===== config.mk =====
export PLATFORM = sky130hd
export DESIGN_NAME = pwm_capture
export DESIGN_NICKNAME = d
export VERILOG_FILES = /design/src/rtl/pwm_capture.sv
export SDC_FILE = /design/constraint.sdc
export NUM_CORES = 1
export LEC_CHECK = 0
export CAP_MARGIN = 20
export CORE_ASPECT_RATIO = 0.6
export CORE_MARGIN = 8
export CORE_UTILIZATION = 55
export DETAILED_ROUTE_END_ITERATION = 10
export GPL_ROUTABILITY_DRIVEN = 0
export PLACE_DENSITY = 0.79
export SLEW_MARGIN = 20
export SYNTH_ARGS = -nofsm -noshare
export SYNTH_HDL_FRONTEND = slang
export SYNTH_SLANG_ARGS = --single-unit

===== constraint.sdc =====
create_clock -name clk -period 3.76 [get_ports clk]
set_clock_uncertainty 0.1 [all_clocks]
set_input_delay 0.564 -clock clk [delete_from_list [all_inputs] [get_ports clk]]
set_output_delay 0.564 -clock clk [all_outputs]
set_load 0.03 [all_outputs]

===== src/rtl/pwm_capture.sv =====
// rtl/pwm_capture.sv - PWM input decoder: period, high time and 8-bit duty of an external PWM pin
module pwm_capture #(
    parameter int CNT_W       = 24,
    parameter int TIMEOUT_CYC = 2000000
) (
    input  logic             clk,
    input  logic             rst_n,
    input  logic             ena,
    input  logic             clear,
    input  logic             pwm_in,
    output logic [CNT_W-1:0] period_out,
    output logic [CNT_W-1:0] high_out,
    output logic [7:0]       duty_out,
    output logic             valid,
    output logic             busy,
    output logic             overrun,
    output logic             stuck
);

    localparam logic [CNT_W-1:0] TMO    = CNT_W'(TIMEOUT_CYC);
    localparam logic [CNT_W-1:0] TMO_M1 = CNT_W'(TIMEOUT_CYC - 1);

    typedef enum logic [1:0] {
        IDLE,
        MEAS,
        DIV,
        TOUT
    } state_t;

    state_t           state;
    state_t           state_nx;

    logic             s1;
    logic             s2;
    logic             s3;
    logic             rise;
    logic             fall;
    logic             restart;
    logic             tmo_hit;
    logic             div_last;

    logic [CNT_W-1:0] cnt;
    logic [CNT_W-1:0] hi_lat;
    logic [CNT_W-1:0] div_p;
    logic [CNT_W-1:0] div_h;
    logic [CNT_W-1:0] rem;
    logic [6:0]       quo;
    logic [2:0]       idx;

    logic [CNT_W:0]   rem_sh;
    logic [CNT_W-1:0] rem_nx;
    logic             ge;

    // The synchronizer keeps sampling through enable/clear so no edge is lost on restart.
    always_ff @(posedge clk or negedge rst_n) begin
        if (!rst_n) begin
            s1 <= 1'b0;
            s2 <= 1'b0;
            s3 <= 1'b0;
        end else begin
            s1 <= pwm_in;
            s2 <= s1;
            s3 <= s2;
        end
    end

    assign rise     = s2 & ~s3;
    assign fall     = ~s2 & s3;
    assign restart  = ~ena | clear;
    assign tmo_hit  = (cnt == TMO_M1);
    assign div_last = (idx == 3'd0);
    assign busy     = (state == DIV);

    // rem stays below period after every step, so CNT_W bits hold it; only the shifted value needs the extra bit.
    assign rem_sh = {rem, 1'b0};
    assign ge     = (rem_sh >= {1'b0, div_p});
    assign rem_nx = ge ? (rem_sh[CNT_W-1:0] - div_p) : rem_sh[CNT_W-1:0];

    always_ff @(posedge clk or negedge rst_n) begin
        if (!rst_n) begin
            state <= IDLE;
        end else begin
            state <= state_nx;
        end
    end

    always_comb begin
        state_nx = state;
        case (state)
            IDLE: begin
                if (rise) begin
                    state_nx = MEAS;
                end else if (tmo_hit) begin
                    state_nx = TOUT;
                end
            end
            MEAS: begin
                if (rise) begin
                    state_nx = DIV;
                end else if (tmo_hit) begin
                    state_nx = TOUT;
                end
            end
            DIV: begin
                if (div_last) begin
                    state_nx = MEAS;
                end
            end
            TOUT: begin
                state_nx = IDLE;
            end
            default: begin
                state_nx = IDLE;
            end
        endcase
        if (restart) begin
            state_nx = IDLE;
        end
    end

    always_ff @(posedge clk or negedge rst_n) begin
        if (!rst_n) begin
            cnt        <= '0;
            hi_lat     <= '0;
            div_p      <= '0;
            div_h      <= '0;
            rem        <= '0;
            quo        <= '0;
            idx        <= '0;
            period_out <= '0;
            high_out   <= '0;
            duty_out   <= '0;
            valid      <= 1'b0;
            overrun    <= 1'b0;
            stuck      <= 1'b0;
        end else if (restart) begin
            cnt        <= '0;
            hi_lat     <= '0;
            div_p      <= '0;
            div_h      <= '0;
            rem        <= '0;
            quo        <= '0;
            idx        <= '0;
            period_out <= '0;
            high_out   <= '0;
            duty_out   <= '0;
            valid      <= 1'b0;
            overrun    <= 1'b0;
            stuck      <= 1'b0;
        end else begin
            valid <= 1'b0;

            // Counter restarts on every rise, so the next period is measured while dividing.
            if (rise) begin
                cnt <= '0;
            end else if (cnt != TMO) begin
                cnt <= cnt + 1'b1;
            end

            if (fall) begin
                hi_lat <= cnt + 1'b1;
            end

            case (state)
                MEAS: begin
                    if (rise) begin
                        div_p <= cnt + 1'b1;
                        div_h <= hi_lat;
                        rem   <= hi_lat;
                        quo   <= '0;
                        idx   <= 3'd7;
                    end
                end
                DIV: begin
                    rem <= rem_nx;
                    quo <= {quo[5:0], ge};
                    idx <= idx - 3'd1;
                    if (rise) begin
                        overrun <= 1'b1;
                    end
                    if (div_last) begin
                        period_out <= div_p;
                        high_out   <= div_h;
                        duty_out   <= {quo, ge};
                        stuck      <= 1'b0;
                        valid      <= 1'b1;
                    end
                end
                TOUT: begin
                    period_out <= '0;
                    high_out   <= '0;
                    duty_out   <= s2 ? 8'hFF : 8'h00;
                    stuck      <= 1'b1;
                    valid      <= 1'b1;
                end
                default: begin
                end
            endcase
        end
    end

endmodule

==> impl_metrics.json <==
{
  "routedWlPerCell_um": 20.7,
  "rsz0062_at_grt": "no",
  "cts_tree": "built",
  "cts_sinks": 194,
  "die_w_um": 187,
  "setup_viol": 0,
  "p_leak_nw": 4.87,
  "cts_resized": 0,
  "synthArstFlopShare_pct": 100,
  "yosys_most_used_dff": "dfrtp_1",
  "cts_root_buf": "clkbuf_16",
  "ir_drop_mv": 0.291,
  "setup-tns-final_ns": 0,
  "cap_violations": 0,
  "path_cells": "ha_1 > inv_1 > nor4b_1 > o211a_1 > nor2_1 > a311o_1",
  "drc": 0,
  "power.density_nw_per_um2": 377,
  "cp.arrival_ns": 3.38,
  "viasPerCell": 6.24,
  "end_kind": "flop",
  "slowest_delay_ns": 0.76,
  "worst_pin_slew_ns": 1.14,
  "wl_mm": 27.2,
  "antenna_found_initial": 0,
  "grt_pass1_vias": 7926,
  "yosys.area.top_type": "dfrtp_1",
  "drive_gt1_share_pct": 7.06,
  "io_pins": 65,
  "seq_area_frac_synth_pct": 50.4,
  "finalPower_w": 0.00419,
  "status": "completed",
  "gr-total-overflow": 0,
  "clk_pin_slew_ns": 0.08,
  "final_max_slew_viol_count": 0,
  "crit_buf_inv": 1,
  "synth_top_area_share_pct": 50.4,
  "critPathKind": "flop to flop",
  "ys_ff_latch": 194,
  "synth_area_leaders": "dfrtp_1 50%, nand2_1 5.7%, a22o_1 4.4%",
  "cp.depth": 6,
  "htreeDepth": 4,
  "grt_max_degree": 92,
  "fin_hold_ws_ns": 0.0889,
  "postSynthAreaPerCell_um2": 9.47,
  "start_util_pct": 56.3,
  "fp.dieArea_um2": 22100,
  "critPathRequiredTime_ns": 3.97,
  "grt_use_total_pct": 24.7,
  "synthCells": 1018,
  "vias": 8186,
  "slew_headroom_pct": 23.0,
  "path_delay_family": "compound AO/OA/AOI/OAI gates",
  "cts_setup_buffers": 0,
  "r2r_cells": 6,
  "hold_path_class": "input pin to async pin",
  "min_period_ns": 3.17,
  "port_buffers": 64,
  "antenna_left": 0,
  "fin_crit_sh_pct": 84.2,
  "timing.final.hold_violations": 0,
  "ys_types": 66,
  "critPathLaunchType": "flop",
  "final_cell_mix": "194 x dfrtp_1, 146 x nand2_1, 103 x nor2_1",
  "worstSkewPairLatency_ns": 0.44,
  "dp_hpwl_mm": 18.9,
  "path_max_fanout": 20,
  "synth_edf_count": 0,
  "grt_pass1_wl_mm": 44.6,
  "syn_area_um2": 9640,
  "yosysWarnings": 0,
  "fmax_ghz": 0.316,
  "clock_path_buffers": 2,
  "drt_iter0_drc": 968,
  "cp_slowest_cell": "nor4b_1",
  "layout_commonest_cell": "dfrtp_1",
  "fp.dieH_um": 119,
  "cts_hold_buf": 0,
  "cts_made_buffers": 17,
  "coreArea_um2": 17100,
  "num-nets-final": 1098,
  "num_rows": 37,
  "area_delta_synth_final_pct": 15.4,
  "diodes": 0,
  "drt_pass1_iterations": 5,
  "synth_fp_nets": 1052
}
==> where the power goes <==
group          leakage [nW]  internal (W)  switching (W)
combinational          1.90     0.0000768       0.000214
sequential             2.70       0.00210      0.0000108
clock                 0.278      0.000905       0.000891
total                  4.87       0.00308        0.00112
==> final timing paths <==
check                              from            end  slack, ns
max in group asynchronous         rst_n  period_out[6]       2.64
worst max-delay path            rem[21]        rem[18]       0.59
worst max register to register  rem[21]        rem[18]       0.59
worst min register to register       s1             s2       0.27
min in group clk                     s1             s2       0.27
worst min-delay path              rst_n        cnt[16]       0.09
==> metrics by stage <==
stage	utilization (%)	std cells	instance area (um^2)	setup slack (ns)
after floorplan	-	1018	9640	1.09
after global placement	61.5	1279	10500	0.798
after detailed placement	61.5	1279	10500	0.758
after CTS	64.9	1311	11100	0.723
after global routing	64.9	1311	11100	0.436
final	64.9	1311	11100	0.593
==> routing by layer <==
metal / GRT usage (%) / wire (um)
met1: 35.8 / 12400
met2: 36.1 / 11700
met3: 6.81 / 2580
met4: 6.67 / 550
met5: 0 / 0
==> state kept, by name, summed over array words and instances, names as in the netlist, 3 cells and up <==
name / flops
cnt: 24
duty_out: 8
idx: 3
div_p: 24
div_h: 24
high_out: 24
hi_lat: 24
period_out: 24
quo: 7
rem: 24
==> cell type report <==
class	instances	area, um^2
tap	234	293
clock buffer	19	443
clock inverter	13	139
multi-input combinational	724	4420
timing repair buffer	88	825
fill	1361	6010
sequential	194	4850
inverter	39	146
==> kinds of logic after synthesis <==
family	count (synthesis)	share of synthesized area, %
DFF	194	50.4
AOI/OAI and AO/OA	292	21.2
buffers and inverters	100	4.09
and+or+nand+nor	365	16.9
xor gates and xnor gates	34	3.09
adders and majority gates	29	3.84
muxes	4	0.429
==> synth_stat cells, drive strengths merged (2+ instances only) <==
| master | instances |
|---|---|
| a21o | 9 |
| nand2b | 6 |
| o31ai | 5 |
| and4 | 6 |
| a31oi | 20 |
| a21oi | 80 |
| nor2 | 104 |
| ha | 28 |
| a211oi | 50 |
| a311oi | 4 |
| o22a | 2 |
| o21a | 9 |
| o2111ai | 2 |
| a211o | 5 |
| or2 | 3 |
| xor2 | 12 |
| o311ai | 2 |
| a2111oi | 2 |
| a41oi | 5 |
| buf | 14 |
| nor2b | 14 |
| a311o | 2 |
| o211ai | 5 |
| and2 | 4 |
| a22oi | 2 |
| nor3 | 17 |
| o21ai | 28 |
| nor4 | 10 |
| nand2 | 146 |
| nand4 | 6 |
| clkbuf | 47 |
| or3 | 4 |
| o21bai | 4 |
| dfrtp | 194 |
| mux2i | 3 |
| a22o | 48 |
| and3 | 4 |
| inv | 39 |
| nand3 | 33 |
| nor4b | 3 |
| a21boi | 2 |
| xnor2 | 22 |
==> worst reg2reg max path, stage by stage, from the launching register on <==
cell and delay, ns:
dfrtp_1 0.43, ha_1 0.36, inv_1 0.11, nor4b_1 0.76
o211a_1 0.76, nor2_1 0.18, a311o_1 0.35
Power figures use the tool's default switching activity.
